**config.mk**
```make
export PLATFORM = sky130hd
export DESIGN_NAME = mmio_test_port
export DESIGN_NICKNAME = d
export VERILOG_FILES = /design/src/rtl/mmio_test_port.sv
export SDC_FILE = /design/constraint.sdc
export NUM_CORES = 1
export LEC_CHECK = 0
export ABC_CLOCK_PERIOD_IN_PS = 5900
export CAP_MARGIN = 20
export CORE_UTILIZATION = 57
export DETAILED_ROUTE_END_ITERATION = 8
export GPL_ROUTABILITY_DRIVEN = 0
export PLACE_DENSITY = 0.85
export SKIP_CTS_REPAIR_TIMING = 1
export SYNTH_ARGS = -nofsm -noshare
export SYNTH_HDL_FRONTEND = slang
export SYNTH_SLANG_ARGS = --single-unit
```
**constraint.sdc**
```tcl
create_clock -name i_clk -period 5.9 [get_ports i_clk]
set_input_delay 0.59 -clock i_clk [delete_from_list [all_inputs] [get_ports i_clk]]
set_output_delay 0.59 -clock i_clk [all_outputs]
set_load 0.01 [all_outputs]
```
**src/rtl/mmio_test_port.sv**
```systemverilog
// ---------------------------------------------------------------------------
// mmio_test_port
//
// Test and console peripheral on the core's data-memory bus. It decodes a
// 16-byte window at BASE_ADDR that holds four word registers:
//   0x0 TOHOST   : write {code, 1} to finish the run; reads {code, done}
//   0x4 CONSOLE  : write pushes a byte into the TX FIFO; reads
//                  {overflow, 0..., count}
//   0x8 CYCLE_LO : low word of the free-running cycle counter
//   0xC CYCLE_HI : high word of the free-running cycle counter
//
// Parameters
//   BASE_ADDR  : byte address of the window (16-byte aligned)
//   FIFO_DEPTH : console FIFO entries (power of two, >= 2)
//
// Ports
//   i_clk, i_rst        : clock, asynchronous active-high reset
//   i_Addr, i_Wd        : bus byte address and write data
//   i_Ren, i_Wen        : bus read / write enables
//   o_Rd, o_Hit         : combinational read data and window hit
//   o_Done, o_Pass      : sticky completion flag and pass status
//   o_Code              : latched completion code
//   o_TxData, o_TxValid : console FIFO head byte and non-empty flag
//   i_TxReady           : consumer accepts the head byte
// ---------------------------------------------------------------------------
module mmio_test_port #(
    parameter logic [31:0] BASE_ADDR  = 32'h0000_1000,
    parameter int          FIFO_DEPTH = 8
) (
    input  logic        i_clk,
    input  logic        i_rst,
    input  logic [31:0] i_Addr,
    input  logic [31:0] i_Wd,
    input  logic        i_Ren,
    input  logic        i_Wen,
    output logic [31:0] o_Rd,
    output logic        o_Hit,
    output logic        o_Done,
    output logic        o_Pass,
    output logic [30:0] o_Code,
    output logic [7:0]  o_TxData,
    output logic        o_TxValid,
    input  logic        i_TxReady
);

    localparam int PW = $clog2(FIFO_DEPTH);
    localparam int CW = PW + 1;
    localparam logic [CW-1:0] FULL_COUNT = CW'(FIFO_DEPTH);

    typedef enum logic [1:0] {
        REG_TOHOST   = 2'd0,
        REG_CONSOLE  = 2'd1,
        REG_CYCLE_LO = 2'd2,
        REG_CYCLE_HI = 2'd3
    } reg_sel_e;

    // Bus decode
    reg_sel_e sel;
    logic     wr_en;
    logic     tohost_wr;
    logic     console_wr;

    // Completion and cycle counter state
    logic        done;
    logic        pass;
    logic [30:0] code;
    logic [63:0] cycle;

    // Console FIFO state
    logic [7:0]    mem [FIFO_DEPTH];
    logic [PW-1:0] rd_ptr;
    logic [PW-1:0] wr_ptr;
    logic [CW-1:0] count;
    logic          overflow;
    logic          tx_valid;
    logic          full;
    logic          pop;
    logic          push;

    // Sub-word address bits carry no meaning: every access is a full word.
    logic unused_addr_lsbs;
    assign unused_addr_lsbs = ^i_Addr[1:0];

    assign o_Hit      = (i_Addr[31:4] == BASE_ADDR[31:4]);
    assign sel        = reg_sel_e'(i_Addr[3:2]);
    assign wr_en      = o_Hit & i_Wen;
    // Only a write with bit 0 set completes, and only the first one counts.
    assign tohost_wr  = wr_en && (sel == REG_TOHOST) && i_Wd[0] && !done;
    assign console_wr = wr_en && (sel == REG_CONSOLE);

    assign tx_valid = (count != '0);
    assign full     = (count == FULL_COUNT);
    assign pop      = tx_valid & i_TxReady;
    // A full FIFO still accepts a byte when the head leaves on the same edge.
    assign push     = console_wr & (~full | pop);

    // -----------------------------------------------------------------------
    // TOHOST completion latch
    // -----------------------------------------------------------------------
    // NOTE: all sequential state uses non-blocking assignments so every
    // register samples pre-edge values, independent of block ordering.
    always_ff @(posedge i_clk or posedge i_rst) begin
        if (i_rst) begin
            done <= 1'b0;
            pass <= 1'b0;
            code <= '0;
        end else if (tohost_wr) begin
            done <= 1'b1;
            pass <= (i_Wd[31:1] == 31'd0);
            code <= i_Wd[31:1];
        end
    end

    // -----------------------------------------------------------------------
    // Cycle counter: runs until completion, then freezes for post-mortem.
    // -----------------------------------------------------------------------
    always_ff @(posedge i_clk or posedge i_rst) begin
        if (i_rst) begin
            cycle <= '0;
        end else if (!done) begin
            cycle <= cycle + 64'd1;
        end
    end

    // -----------------------------------------------------------------------
    // Console FIFO control
    // -----------------------------------------------------------------------
    always_ff @(posedge i_clk or posedge i_rst) begin
        if (i_rst) begin
            rd_ptr   <= '0;
            wr_ptr   <= '0;
            count    <= '0;
            overflow <= 1'b0;
        end else begin
            if (pop) begin
                rd_ptr <= rd_ptr + PW'(1);
            end
            if (push) begin
                wr_ptr <= wr_ptr + PW'(1);
            end
            case ({push, pop})
                2'b10:   count <= count + CW'(1);
                2'b01:   count <= count - CW'(1);
                default: count <= count;
            endcase
            // A dropped byte is remembered until the next reset.
            if (console_wr && full && !pop) begin
                overflow <= 1'b1;
            end
        end
    end

    // NOTE: the storage array has no reset; an empty FIFO never exposes it
    // because the head byte is gated by tx_valid below.
    always_ff @(posedge i_clk) begin
        if (push) begin
            mem[wr_ptr] <= i_Wd[7:0];
        end
    end

    assign o_TxValid = tx_valid;
    assign o_TxData  = tx_valid ? mem[rd_ptr] : 8'h00;

    assign o_Done = done;
    assign o_Pass = pass;
    assign o_Code = code;

    // -----------------------------------------------------------------------
    // Read mux
    // -----------------------------------------------------------------------
    // NOTE: o_Rd gets a default before the case so no latch is inferred.
    always_comb begin
        o_Rd = '0;
        if (o_Hit && i_Ren) begin
            case (sel)
                REG_TOHOST:   o_Rd = {code, done};
                REG_CONSOLE:  o_Rd = {overflow, 31'(count)};
                REG_CYCLE_LO: o_Rd = cycle[31:0];
                REG_CYCLE_HI: o_Rd = cycle[63:32];
                default:      o_Rd = '0;
            endcase
        end
    end

endmodule

```
* After elaboration in Yosys (flattened, before gate mapping)
Memories as Yosys holds them, arrays and structs flattened.
Cells that the tools add are included.
** Word-level totals
- Register bits after elaboration :: 108
- Bits in writable memories :: 64
- Bits of input ports :: 69
- Output and inout port bits :: 75
- Word-level logic and storage cells :: 45
- Memories :: 1
** Memory list
- mem :: depth 8, bits a word 8, rd ports 1, clocked after memory_dff 0, write ports 1, RTL line 70 : logic [7:0] mem [FIFO_DEPTH];
** Operators by class
- Add/sub/neg operators :: 5
- Equality and inequality tests :: 7
- Multiplexer cells :: 6
- Bitwise gates (word level) :: 5
- Reduce and logical (&&, ||, !) cells :: 13
** Operators by type and width (number)
- one-hot mux 32 bit (4 select lines) :: 1
- adder 64 x 1 -> 64 bit, second input constant :: 1
- two-way mux 32 bit :: 1
- logical NOT 31 bit :: 1
- equality test 28 x 9 -> 1 bit, second input constant :: 1
- two-way mux 8 bit :: 1
- one-hot mux 4 bit (2 select lines) :: 1
- logical AND 1 bit :: 7
- adder 3 x 1 -> 3 bit, second input constant :: 2
- equality test 2 bit, second input constant :: 3
- adder 4 x 1 -> 4 bit, second input constant :: 1
- equality test 2 x 1 -> 1 bit, second input constant :: 2
- equality test 4 bit, second input constant :: 1
- nonzero test 4 bit :: 1
- subtractor 4 x 1 -> 4 bit, second input constant :: 1
- AND 1 bit :: 3
- logical NOT 1 bit :: 2
- logical NOT 2 bit :: 1
- two-way mux 1 bit :: 2
- nonzero test 2 bit :: 1
- NOT 1 bit :: 1
- OR 1 bit :: 1

* Longest topological paths before layout
- Word-level depth :: 6
- Gate-level depth with buffers :: 10
- Mapped depth without buffers :: 10

* Worst setup path after synthesis
Ideal clock, no wire load.
- Kind :: input-to-reg
- Start point :: in i_Addr[27]
- End point :: mem mem[4][0], enable pin
- Library setup time :: 385 ps
- Arrival time :: 2639 ps
- Required time :: 5515 ps
- Slack :: 2876 ps
- Stages :: 6
- Path buffers :: 1
- Cell sequence :: or4_4 -> nor4_2 -> and2_0 -> buf_2 -> nand2b_1 -> nor3b_1
** On the way
- Cells in the longest elaborated chain, start to end :: 6
** RTL lines
- from (decl) :: RTL line 32 : input logic [31:0] i_Addr,
- equality test 28 x 9 -> 1 bit :: RTL line 84 : assign o_Hit = (i_Addr[31:4] == BASE_ADDR[31:4]);
- AND 1 bit :: RTL line 86 : assign wr_en = o_Hit & i_Wen;
- logical AND 1 bit :: RTL line 89 : assign console_wr = wr_en && (sel == REG_CONSOLE);
- AND 1 bit :: RTL line 95 : assign push = console_wr & (~full | pop);
- two-way mux 1 bit :: RTL line 156 : if (push) begin
- two-way mux 1 bit (not written as such) :: RTL line 157 : mem[wr_ptr] <= i_Wd[7:0];
- to (decl) :: RTL line 70
No other way between the ends.

* Worst setup path after layout
- Start point :: in i_Addr[13]
- End point :: out o_Rd[26]
** On the way
- Cells in the longest elaborated chain, start to end :: 3
** RTL lines
- equality test 28 x 9 -> 1 bit :: RTL line 84
- logical AND 1 bit :: RTL line 174 : if (o_Hit && i_Ren) begin
- two-way mux 32 bit :: RTL line 174
- to (decl) :: RTL line 36 : output logic [31:0] o_Rd,
No other way between the ends.

==> flow_metrics.tcl <==
set metrics [dict create \
    max_slew_margin_pct 29.3 \
    routed_wl_um 20300 \
    fp.dieW_um 122 \
    dr_total_vias 5942 \
    pin_count 144 \
    yosysUniqueCellTypes 48 \
    switchingPower_mw 0.754 \
    p_int_mw 2.33 \
    drive_gt1_share_pct 17.5 \
    drc 0 \
    grt_antenna_before_repair 0 \
    n_fill_cell 851 \
    row_count 43 \
    tritoncts "yes" \
    placed_cells 936 \
    synth-async-reset-ratio_pct 62.8 \
    drtPass1Iterations 5 \
    critical_path_class "primary input to primary output" \
    viasPerCell 6.13 \
    area_growth_pct 27.7 \
    hold_class "register to register" \
    cp.required_ps 5310 \
    dpl_cell_area_mm2 0.00980 \
    layout_commonest_cell "clkdlybuf4s50_1" \
    power_frac_seq_pct 43.8 \
    clockRootBuffer "clkbuf_16" \
    crit_fanout 27 \
    ys_ff_latch 172 \
    clockBufferDepth 2 \
    hold_ws_ps 493 \
    status "completed" \
    ant_nets 0 \
    comb_power_share_pct 17.5 \
    max_cap_violations 0 \
    power.density_mw_per_mm2 295 \
    p_total_mw 3.09 \
    fin_worst_skew_ps 7.52 \
    clk_pin_slew_worst_paths_ps 60 \
    power_frac_clock_pct 38.8 \
    syn_avg_cell_area_um2 13.0 \
    diodes 0 \
    nNetsFinal 852 \
    synth_edf_count 64 \
    overflow 0 \
    finalInstanceArea_mm2 0.0105 \
    cts_buffers 17 \
    hp-start "cycle[63]" \
    fp.dieH_um 122 \
    ys_seq_area_share_pct 56.4 \
    initialDrtViolationCount 457 \
    endpoint_kind "primary output" \
    cts_max_level 4 \
    p_leak_nw 4.17 \
    fin_crit_sh_pct 71.0 \
    final_cells 970 \
    cp-startpoint "i_Addr[13]" \
    finalMaxSlewViolations 0 \
    vdd_ir_drop_max_uv 215 \
    yosysWarnings 0 \
    setup_viol 0 \
    fin_crit_ps 4190 \
    syn-num-nets 704 \
    arrival_ps 3600 \
    wl_per_cell_um 20.9 \
    final_cell_mix "clkdlybuf4s50_1 (141), dfrtp_1 (108), edfxtp_1 (64), nor2_1 (60), mux2_2 (60)" \
    tightest_slew_ps 1050 \
    start_kind "primary input" \
    r2r_start "count[0]" \
    synth_ff_type "dfrtp_1" \
    cts.sinks 172 \
    syn_inst 629 \
    switching_share_pct 24.4 \
    initial_core_util_pct 58.7 \
    io_buffers 141 \
    tns_ps 0 \
    dieArea_mm2 0.0149 \
    grtUsageTotal_pct 28.9 \
    grt_max_degree 56 \
    rsz0062_at_grt "false" \
    grt_pass1_vias 6021 \
    fmax_mhz 239 \
    netlist_area_mm2 0.00821 \
    final-hold-violation-count 0 \
    grt_pass1_wl_um 31600 \
    core_area_mm2 0.0140 \
    worstSkewPairLatency_ps 430 \
    dp_hpwl_um 14100 \
]
[final cells by class]
| cell class | instances | area [µm²] | area share, % |
|---|---|---|---|
| tap | 180 | 225 | 2.15 |
| sequential | 172 | 4620 | 44.1 |
| clock buffer | 21 | 440 | 4.20 |
| inverter | 10 | 40.0 | 0.382 |
| clock inverter | 11 | 193 | 1.84 |
| multi-input combinational | 423 | 3430 | 32.7 |
| timing repair buffer | 153 | 1530 | 14.6 |
[cells by family after synthesis]
logic type               Yosys count  synth area share [%]
AND/OR/NAND/NOR                  223                  14.9
adder cells (fa/ha/maj)            6                  1.01
multiplexers                      92                  15.4
XOR/XNOR                          70                  7.47
AO/OA/AOI/OAI                     32                  2.96
flip-flops                       172                  56.3
buffers and inverters             34                  1.91
[power groups by stage]
stage / registers, mW / clock network (mW) / logic, mW
detailed placement: 1.39 / 0 / 0.504
global route: 1.36 / 1.26 / 0.578
floorplan: 1.31 / 0 / 0.360
CTS: 1.37 / 1.21 / 0.511
global placement: 1.39 / 0 / 0.480
finish: 1.35 / 1.20 / 0.539
[registers in the layout, summed over array words and instances (netlist names)]
signal,flops
cycle,64
rd_ptr,3
o_Done,1
o_Pass,1
overflow,1
mem,64
wr_ptr,3
o_Code,31
count,4
[per-layer routing]
metal,track usage (%),share of wire [%],vias up
met5,0,0,-
met4,11.7,2.3,0
met3,6.18,6.6,31
met2,46.8,49,273
met1,38.2,42,3005
li1,-,-,2633
[synth_stat cells (15+ instances only)]
library cell  number  area (µm²)
a22oi_1           28         210
and3_1            18         113
dfrtp_1          108        2700
edfxtp_1          64        1920
mux2_2            60         676
mux4_2            21         473
nand2_1           29         109
nand3_1           30         150
nand4_1           17         106
nor2_1            61         229
nor4_1            15        93.8
xnor2_1           47         412
xor2_1            23         201
[per-stage QoR]
step | utilization (%) | setup WS (ps)
3_3_place_gp | 70.0 | 1680
5_1_grt | 74.9 | 1410
3_5_place_dp | 70.1 | 1690
4_1_cts | 74.6 | 1670
6_report | 74.9 | 1710
2_1_floorplan | - | 2460
[worst max-delay path, cell delays in order]
cell             delay (ps)
clkdlybuf4s50_1         410
nor4b_1                 390
nand4_1                 270
nor3_4                  370
nand2_1                 630
nor2_1                  330
clkdlybuf4s50_1         570
[worst paths after layout]
| check | cells past startpoint | endpoint | slack (ps) |
|---|---|---|---|
| setup reg to reg | 10 | count[3] | 2790 |
| hold reg to reg | 1 | cycle[63] | 490 |
| hold / removal | 1 | cycle[63] | 490 |
| setup / recovery | 7 | o_Rd[26] | 1710 |
| min in group asynchronous | 2 | o_Code[18] | 630 |
| max in group asynchronous | 3 | cycle[4] | 4140 |
Power figures use the tool's default switching activity.
